### src/rtl/pl19_pl20_accessory.sv
// Accessory end of the PL19/PL20 connector: serialises source characters to the CPU and
// assembles CPU output bits into sink characters. Define ACC_IN_FIFO_EN for a FIFO input buffer.
//
// state   | meaning
// I_IDLE  | input path stopped; buffer may still be filled by the source
// I_WAIT  | started; waiting for a buffered character to load
// I_READY | character loaded in ishreg; CPU shifts it out MSB first
module pl19_pl20_accessory #(
    parameter int CHAR_BITS  = 5,
    parameter int FIFO_DEPTH = 4
) (
    input  logic                 CLOCK,
    input  logic                 rst,
    input  logic                 PL19_START_INPUT,
    input  logic                 PL19_STOP_INPUT,
    input  logic                 PL19_SHIFT_CMD,
    output logic                 PL19_INPUT,
    output logic                 PL19_READY_IN,
    input  logic                 PL20_OUTPUT,
    input  logic                 PL20_OUTPUT_SHIFT,
    output logic                 PL20_READY_OUT,
    input  logic [CHAR_BITS-1:0] src_data,
    input  logic                 src_valid,
    output logic                 src_ready,
    output logic [CHAR_BITS-1:0] snk_data,
    output logic                 snk_valid,
    input  logic                 snk_ready,
    output logic                 in_active,
    output logic                 overrun
);

    localparam int BW = $clog2(CHAR_BITS);
    localparam logic [BW-1:0] LAST_BIT = BW'(CHAR_BITS - 1);

    typedef enum logic [1:0] {
        I_IDLE  = 2'd0,
        I_WAIT  = 2'd1,
        I_READY = 2'd2
    } in_state_e;

    // Strobe history: {start, stop, shift, output_shift}
    logic [3:0] strobe_q, strobe_d, strobe_ev;
    logic       start_ev, stop_ev, shift_ev, oshift_ev;

    assign strobe_d  = {PL19_START_INPUT, PL19_STOP_INPUT, PL19_SHIFT_CMD, PL20_OUTPUT_SHIFT};
    assign strobe_ev = strobe_d & ~strobe_q;
    assign start_ev  = strobe_ev[3];
    assign stop_ev   = strobe_ev[2];
    assign shift_ev  = strobe_ev[1];
    assign oshift_ev = strobe_ev[0];

    logic                 buf_full, buf_empty, push, pop;
    logic [CHAR_BITS-1:0] buf_rdata;

    assign src_ready = !buf_full;
    assign push      = src_valid && !buf_full;

`ifdef ACC_IN_FIFO_EN
    localparam int PW   = (FIFO_DEPTH > 1) ? $clog2(FIFO_DEPTH) : 1;
    localparam int CNTW = $clog2(FIFO_DEPTH + 1);

    logic [CHAR_BITS-1:0] mem_q [FIFO_DEPTH];
    logic [CHAR_BITS-1:0] mem_d [FIFO_DEPTH];
    logic [PW-1:0]        wr_ptr_q, wr_ptr_d, rd_ptr_q, rd_ptr_d;
    logic [CNTW-1:0]      count_q, count_d;

    function automatic logic [PW-1:0] ptr_inc(input logic [PW-1:0] p);
        return (p == PW'(FIFO_DEPTH - 1)) ? '0 : p + 1'b1;
    endfunction

    assign buf_full  = (count_q == CNTW'(FIFO_DEPTH));
    assign buf_empty = (count_q == '0);
    assign buf_rdata = mem_q[rd_ptr_q];

    always_comb begin
        mem_d    = mem_q;
        wr_ptr_d = wr_ptr_q;
        rd_ptr_d = rd_ptr_q;
        count_d  = count_q;
        if (push) begin
            mem_d[wr_ptr_q] = src_data;
            wr_ptr_d        = ptr_inc(wr_ptr_q);
        end
        if (pop) begin
            rd_ptr_d = ptr_inc(rd_ptr_q);
        end
        if (push && !pop) begin
            count_d = count_q + 1'b1;
        end else if (pop && !push) begin
            count_d = count_q - 1'b1;
        end
    end

    always_ff @(posedge CLOCK) begin
        if (rst) begin
            for (int i = 0; i < FIFO_DEPTH; i++) begin
                mem_q[i] <= '0;
            end
            wr_ptr_q <= '0;
            rd_ptr_q <= '0;
            count_q  <= '0;
        end else begin
            mem_q    <= mem_d;
            wr_ptr_q <= wr_ptr_d;
            rd_ptr_q <= rd_ptr_d;
            count_q  <= count_d;
        end
    end
`else
    logic [CHAR_BITS-1:0] hold_q, hold_d;
    logic                 hold_valid_q, hold_valid_d;

    // A depth-0 configuration would never accept; otherwise FIFO_DEPTH plays no part here.
    assign buf_full  = hold_valid_q || (FIFO_DEPTH < 1);
    assign buf_empty = !hold_valid_q;
    assign buf_rdata = hold_q;

    always_comb begin
        hold_d       = hold_q;
        hold_valid_d = hold_valid_q;
        if (pop) begin
            hold_valid_d = 1'b0;
        end
        if (push) begin
            hold_d       = src_data;
            hold_valid_d = 1'b1;
        end
    end

    always_ff @(posedge CLOCK) begin
        if (rst) begin
            hold_q       <= '0;
            hold_valid_q <= 1'b0;
        end else begin
            hold_q       <= hold_d;
            hold_valid_q <= hold_valid_d;
        end
    end
`endif

    in_state_e            state_q, state_d;
    logic [CHAR_BITS-1:0] ishreg_q, ishreg_d;
    logic [BW-1:0]        ibit_q, ibit_d;
    logic                 pl19_input_q, pl19_input_d;
    logic                 ready_in_q, ready_in_d;
    logic                 in_active_q, in_active_d;

    always_comb begin
        state_d  = state_q;
        ishreg_d = ishreg_q;
        ibit_d   = ibit_q;
        pop      = 1'b0;
        if (stop_ev) begin
            state_d  = I_IDLE;
            ishreg_d = '0;
            ibit_d   = '0;
        end else begin
            case (state_q)
                I_IDLE: begin
                    if (start_ev) begin
                        state_d = I_WAIT;
                    end
                end
                I_WAIT: begin
                    if (!buf_empty) begin
                        pop      = 1'b1;
                        ishreg_d = buf_rdata;
                        ibit_d   = '0;
                        state_d  = I_READY;
                    end
                end
                I_READY: begin
                    if (shift_ev) begin
                        ishreg_d = {ishreg_q[CHAR_BITS-2:0], 1'b0};
                        if (ibit_q == LAST_BIT) begin
                            ibit_d  = '0;
                            state_d = I_WAIT;
                        end else begin
                            ibit_d = ibit_q + 1'b1;
                        end
                    end
                end
                default: begin
                    state_d = I_IDLE;
                end
            endcase
        end
    end

    // Outputs follow the registered state, so READY_IN rises two edges after a load request.
    assign ready_in_d   = (state_q == I_READY);
    assign pl19_input_d = (state_q == I_READY) && ishreg_q[CHAR_BITS-1];
    assign in_active_d  = (state_q != I_IDLE);

    logic [CHAR_BITS-2:0] oshreg_q, oshreg_d;
    logic [CHAR_BITS-1:0] char_next;
    logic [BW-1:0]        obit_q, obit_d;
    logic [CHAR_BITS-1:0] snk_data_q, snk_data_d;
    logic                 snk_valid_q, snk_valid_d;
    logic                 overrun_q, overrun_d;

    assign char_next = {oshreg_q, PL20_OUTPUT};

    always_comb begin
        oshreg_d    = oshreg_q;
        obit_d      = obit_q;
        snk_data_d  = snk_data_q;
        snk_valid_d = snk_valid_q;
        overrun_d   = overrun_q;
        if (snk_valid_q && snk_ready) begin
            snk_valid_d = 1'b0;
        end
        if (oshift_ev) begin
            if (!snk_valid_q) begin
                oshreg_d = char_next[CHAR_BITS-2:0];
                if (obit_q == LAST_BIT) begin
                    snk_data_d  = char_next;
                    snk_valid_d = 1'b1;
                    obit_d      = '0;
                end else begin
                    obit_d = obit_q + 1'b1;
                end
            end else begin
                overrun_d = 1'b1;
            end
        end
    end

    always_ff @(posedge CLOCK) begin
        if (rst) begin
            strobe_q     <= '0;
            state_q      <= I_IDLE;
            ishreg_q     <= '0;
            ibit_q       <= '0;
            pl19_input_q <= 1'b0;
            ready_in_q   <= 1'b0;
            in_active_q  <= 1'b0;
            oshreg_q     <= '0;
            obit_q       <= '0;
            snk_data_q   <= '0;
            snk_valid_q  <= 1'b0;
            overrun_q    <= 1'b0;
        end else begin
            strobe_q     <= strobe_d;
            state_q      <= state_d;
            ishreg_q     <= ishreg_d;
            ibit_q       <= ibit_d;
            pl19_input_q <= pl19_input_d;
            ready_in_q   <= ready_in_d;
            in_active_q  <= in_active_d;
            oshreg_q     <= oshreg_d;
            obit_q       <= obit_d;
            snk_data_q   <= snk_data_d;
            snk_valid_q  <= snk_valid_d;
            overrun_q    <= overrun_d;
        end
    end

    assign PL19_INPUT     = pl19_input_q;
    assign PL19_READY_IN  = ready_in_q;
    assign in_active      = in_active_q;
    assign snk_data       = snk_data_q;
    assign snk_valid      = snk_valid_q;
    assign overrun        = overrun_q;
    assign PL20_READY_OUT = !snk_valid_q;

endmodule

### config.mk
export PLATFORM = sky130hd
export DESIGN_NAME = pl19_pl20_accessory
export DESIGN_NICKNAME = d
export VERILOG_FILES = /design/src/rtl/pl19_pl20_accessory.sv
export SDC_FILE = /design/constraint.sdc
export NUM_CORES = 1
export LEC_CHECK = 0
export ABC_CLOCK_PERIOD_IN_PS = 1550
export CAP_MARGIN = 30
export CORE_ASPECT_RATIO = 1.25
export CORE_MARGIN = 1.5
export CORE_UTILIZATION = 28
export CTS_CLUSTER_DIAMETER = 50
export DETAILED_ROUTE_END_ITERATION = 16
export PLACE_DENSITY = 0.49
export SLEW_MARGIN = 40
export SYNTH_ARGS = -nofsm -noshare
export SYNTH_HDL_FRONTEND = slang
export SYNTH_SLANG_ARGS = --single-unit
### constraint.sdc
create_clock -name CLOCK -period 1.55 [get_ports CLOCK]
set_clock_uncertainty 0.05 [all_clocks]
set_input_delay 0.31 -clock CLOCK [delete_from_list [all_inputs] [get_ports CLOCK]]
set_output_delay 0.31 -clock CLOCK [all_outputs]
set_load 0.005 [all_outputs]
==> results by stage <==
GRT:
- The overall track demand over capacity in global routing is 11.7%.
- The met3 layer usage reported by global route is 3.60%.
- In the global route stage, met1 resource usage came out at 14.2%.
- The via count of the first global-routing pass is 1258.
- The initial antenna violation count came to 0.
- The aggregate global routing overflow is 0.
- The global-route wire length before repair is 5.64 mm.
- The routing usage on met2 is 19.3%.
- Entering global routing, the biggest net connects 17 pins.
- The most crowded layer after global routing is met2.

Timing:
- The slew at the pin with the worst max-slew slack is 0.272 ns.
- The part of the cycle the worst path needs is 95.5%.
- In the final timing run, aggregate negative setup slack is 0 ns.
- For this run, the top clock speed supported by timing is 676 MHz.
- The worst-case setup margin in the final layout is 0.0697 ns.
- Setup repair after global routing left no endpoint under its margin.
- The setup-violating endpoint count in the final report is 0.
- The number of endpoints with negative hold slack in the final report was 0.
- The post-route minimum period is 1.48 ns.
- The tightest hold path in the finished design has a slack of 0.407 ns.
- The max-slew violation total from the final report is 0.
- Measured against its own limit, the worst slew margin works out to 81.7%.

Yosys:
- Counting every instance in the synthesized netlist gives 172.
- The library cell with the largest summed area after synthesis is sky130_fd_sc_hd__dfxtp_1.
- Yosys printed 0 warnings.
- The synthesized cell area is 0.00155 mm2.
- The number of flops mapped to enable cells by yosys is 0.
- The post-synth net total is 190.
- The share of synthesized area in the top cell type comes to 47.7%.
- In this run, synthesis produced a sequential element count of 37.
- The number of different library cells used by synthesis comes to 36.
- In the synthesized netlist the async set-or-reset flop fraction comes to 0%.
- Summing the sequential cell areas from Yosys gives 47.7% of the chip area.
- The mean post-synth cell area is 9.03 um2.
- The most instantiated flip-flop cell in the synthesis netlist is sky130_fd_sc_hd__dfxtp_1.
- Yosys attributes the largest share of cell area to sky130_fd_sc_hd__dfxtp_1 48%, sky130_fd_sc_hd__mux2i_1 6.4%, sky130_fd_sc_hd__a21oi_1 5.2%.

Clock network:
- Clock latency on the worst-skew pair, taken at its later pin, is 0.29 ns.
- The number of buffers created by CTS is 5.
- The tree is rooted in a sky130_fd_sc_hd__clkbuf_8.
- In this run, post-CTS hold repair placed 0 buffers.
- TritonCTS built the clock tree.
- Counting along the longest clock path gives a buffer depth of 2.
- The CTS clock-pin slew for the worst setup and hold paths is 0.08 ns.
- CTS saw 37 sinks.
- The H-tree generated during clock tree synthesis spans 2 levels.

Min path:
- The class of the worst hold path is register to register.
- The number of cells on the worst hold path is 2.

Critical path:
- The category of cells accounting for the largest share of critical-path delay is buffers and inverters.
- The arrival time reported for the critical path endpoint is 1.12 ns.
- The required arrival time at the worst endpoint is 1.19 ns.
- In this design, the stage delay of the slowest critical-path cell is 0.49 ns.
- Measured in cells, the most critical reg-to-reg path has a length of 5.
- Walking the worst path, the cells encountered are clkdlybuf4s50_1.
- The category of the worst setup path launch point is a register.
- The slack of the worst reg-to-reg path is 0.13 ns.
- The endpoint class of the critical path is an output pin.
- Of all nets on the critical path, the largest fanout is 3.
- The category of the most critical setup path is register to output pin.
- The critical path depth in cells is 1.
- Counting both buffers and inverters, the worst setup path holds a total of 1.
- The master of the slowest instance on the critical path is sky130_fd_sc_hd__clkdlybuf4s50_1.

Placement:
- In this run the tool buffered the top-level ports with 25 buffer cells.
- The placed standard-cell area is 0.00194 mm2.
- The global placement routability congestion is 0.765.
- The total placed cells including tap cells is 265.
- The setup slack at placement is -0.176 ns.
- After legalization and detailed placement, the total HPWL measured 2.30 mm.

Cells and area:
- The diode insertion count for antenna repair is 0.
- The layout has 582 filler cells.
- The fraction of layout instances using a drive strength above 1 is 13.8%.
- The net count of the finished layout is 227.
- The finished layout holds 274 standard cells, fillers aside.
- Compared with the post-synthesis result, the final layout area differs by 32.7%.
- Leaving out fill and tap cells, the most frequent cells in the layout are 36 x sky130_fd_sc_hd__dfxtp_1, 23 x sky130_fd_sc_hd__clkdlybuf4s50_1, 16 x sky130_fd_sc_hd__a21oi_1, 16 x sky130_fd_sc_hd__buf_4, 14 x sky130_fd_sc_hd__nor2_1.
- The finished cells cover 0.00206 mm2.
- Leaving out fill and tap cells, the most frequent cell in the layout is sky130_fd_sc_hd__dfxtp_1.

Floorplanning:
- The starting density of the core is 28.7%.
- For this design the top-level I/O count stands at 26.
- The die outline width is 69.6 um.
- The height of the die is 86.3 um.
- The total die area is 0.00600 mm2.
- After floorplanning, the core was divided into 30 placement rows.
- The core outline area is 0.00541 mm2.

Drt:
- The number of nets with antenna violations after routing is 0.
- The routed design has 3.17 mm of wire.
- In the final routed layout, each cell accounts on average for 11.6 um.
- The first detailed-routing pass ran for 3 iterations.
- The mean number of vias per cell is 4.70.
- The number of DRC markers in iteration 0 is 64.
- After detailed routing, the number of remaining DRC violations is 0.
- The overall via count from detail_route is 1287.

Power and ir drop:
- The worst IR drop on VDD is 0.000465 V.
- The analysis attributes to cell leakage a power of 0.783 nW.
- For this design the ratio of total power to cell area is 988 mW/mm2.

Run:
- The tool flagged a number of max-cap violations equal to 0.

Status:
- The flow ran to the end, and the final reports show no timing, DRC or antenna violations.
## cells in the mapped netlist, types with 2 or more instances
master and n:
sky130_fd_sc_hd__buf_1 2, sky130_fd_sc_hd__nor2_1 14, sky130_fd_sc_hd__o21ai_0 6, sky130_fd_sc_hd__and2_1 2, sky130_fd_sc_hd__nor4_1 2, sky130_fd_sc_hd__nor2b_1 8, sky130_fd_sc_hd__mux2i_1 10, sky130_fd_sc_hd__clkbuf_1 5
sky130_fd_sc_hd__a211oi_1 4, sky130_fd_sc_hd__a21oi_1 16, sky130_fd_sc_hd__dfxtp_1 37, sky130_fd_sc_hd__a31oi_1 2, sky130_fd_sc_hd__nand3b_1 2, sky130_fd_sc_hd__ha_1 4, sky130_fd_sc_hd__inv_1 10, sky130_fd_sc_hd__nor3_1 7
sky130_fd_sc_hd__nand2_1 12, sky130_fd_sc_hd__buf_6 2, sky130_fd_sc_hd__buf_2 2, sky130_fd_sc_hd__nand3_1 9
## final cells by class
type | instances | area (um2) | share of cell area, %
Multi-Input combinational cell | 114 | 716 | 34.7
Clock buffer | 5 | 68.8 | 3.34
Clock inverter | 3 | 46.3 | 2.25
Sequential cell | 37 | 744 | 36.1
Inverter | 10 | 37.5 | 1.82
Timing Repair Buffer | 41 | 368 | 17.9
Tap cell | 64 | 80.1 | 3.89
## per-layer routing
metal | vias up | part of all wire, %
li1 | 667 | -
met1 | 590 | 47
met2 | 25 | 48
met3 | 5 | 3.9
met4 | 0 | 1.1
met5 | - | 0
## sequential cells by signal, summed over array words and instances, names as in the netlist
signal	cells
buf_full	1
ishreg_q	5
snk_valid	1
buf_rdata	5
snk_data	5
ibit_q	3
state_q	2
obit_q	3
oshreg_q	4
in_active	1
PL19_READY_IN	1
overrun	1
strobe_q	4
PL19_INPUT	1
## kinds of logic (layout without fill, tap and decap cells)
family	count (synthesis)	in the layout	synth area share (%)
AO/OA/AOI/OAI	33	33	12.6
XOR/XNOR	1	1	0.564
adder cells (fa/ha/maj)	4	4	3.22
buffers and inverters	21	59	6.21
flip-flops	37	37	47.7
multiplexers	10	10	6.45
AND/OR/NAND/NOR	66	66	23.3
## final timing paths
check / start / end
worst max-delay path: snk_valid / snk_valid
worst min register to register: oshreg_q[3] / oshreg_q[3]
worst min-delay path: oshreg_q[3] / oshreg_q[3]
worst max register to register: snk_valid / snk_data[2]
## power by group
| part | internal [mW] | leakage (nW) | switching (mW) | total [mW] |
|---|---|---|---|---|
| Combinational | 0.105 | 0.427 | 0.0877 | 0.193 |
| Sequential | 0.977 | 0.302 | 0.0183 | 0.996 |
| Clock | 0.482 | 0.0543 | 0.367 | 0.848 |
| Total | 1.56 | 0.783 | 0.473 | 2.04 |
## metrics by stage
stage,utilization [%],power [mW]
floorplan,-,1.13
global placement,35.8,1.22
detailed placement,35.8,1.22
CTS,38.1,2.08
global route,38.1,2.14
finish,38.1,2.04
## what timing repair did
item	CTS	global route
setup endpoints to repair	3	1
setup buffers	1	0
resized for setup	4	1
pin swaps	0	0
(Power assumes the default switching activity.)
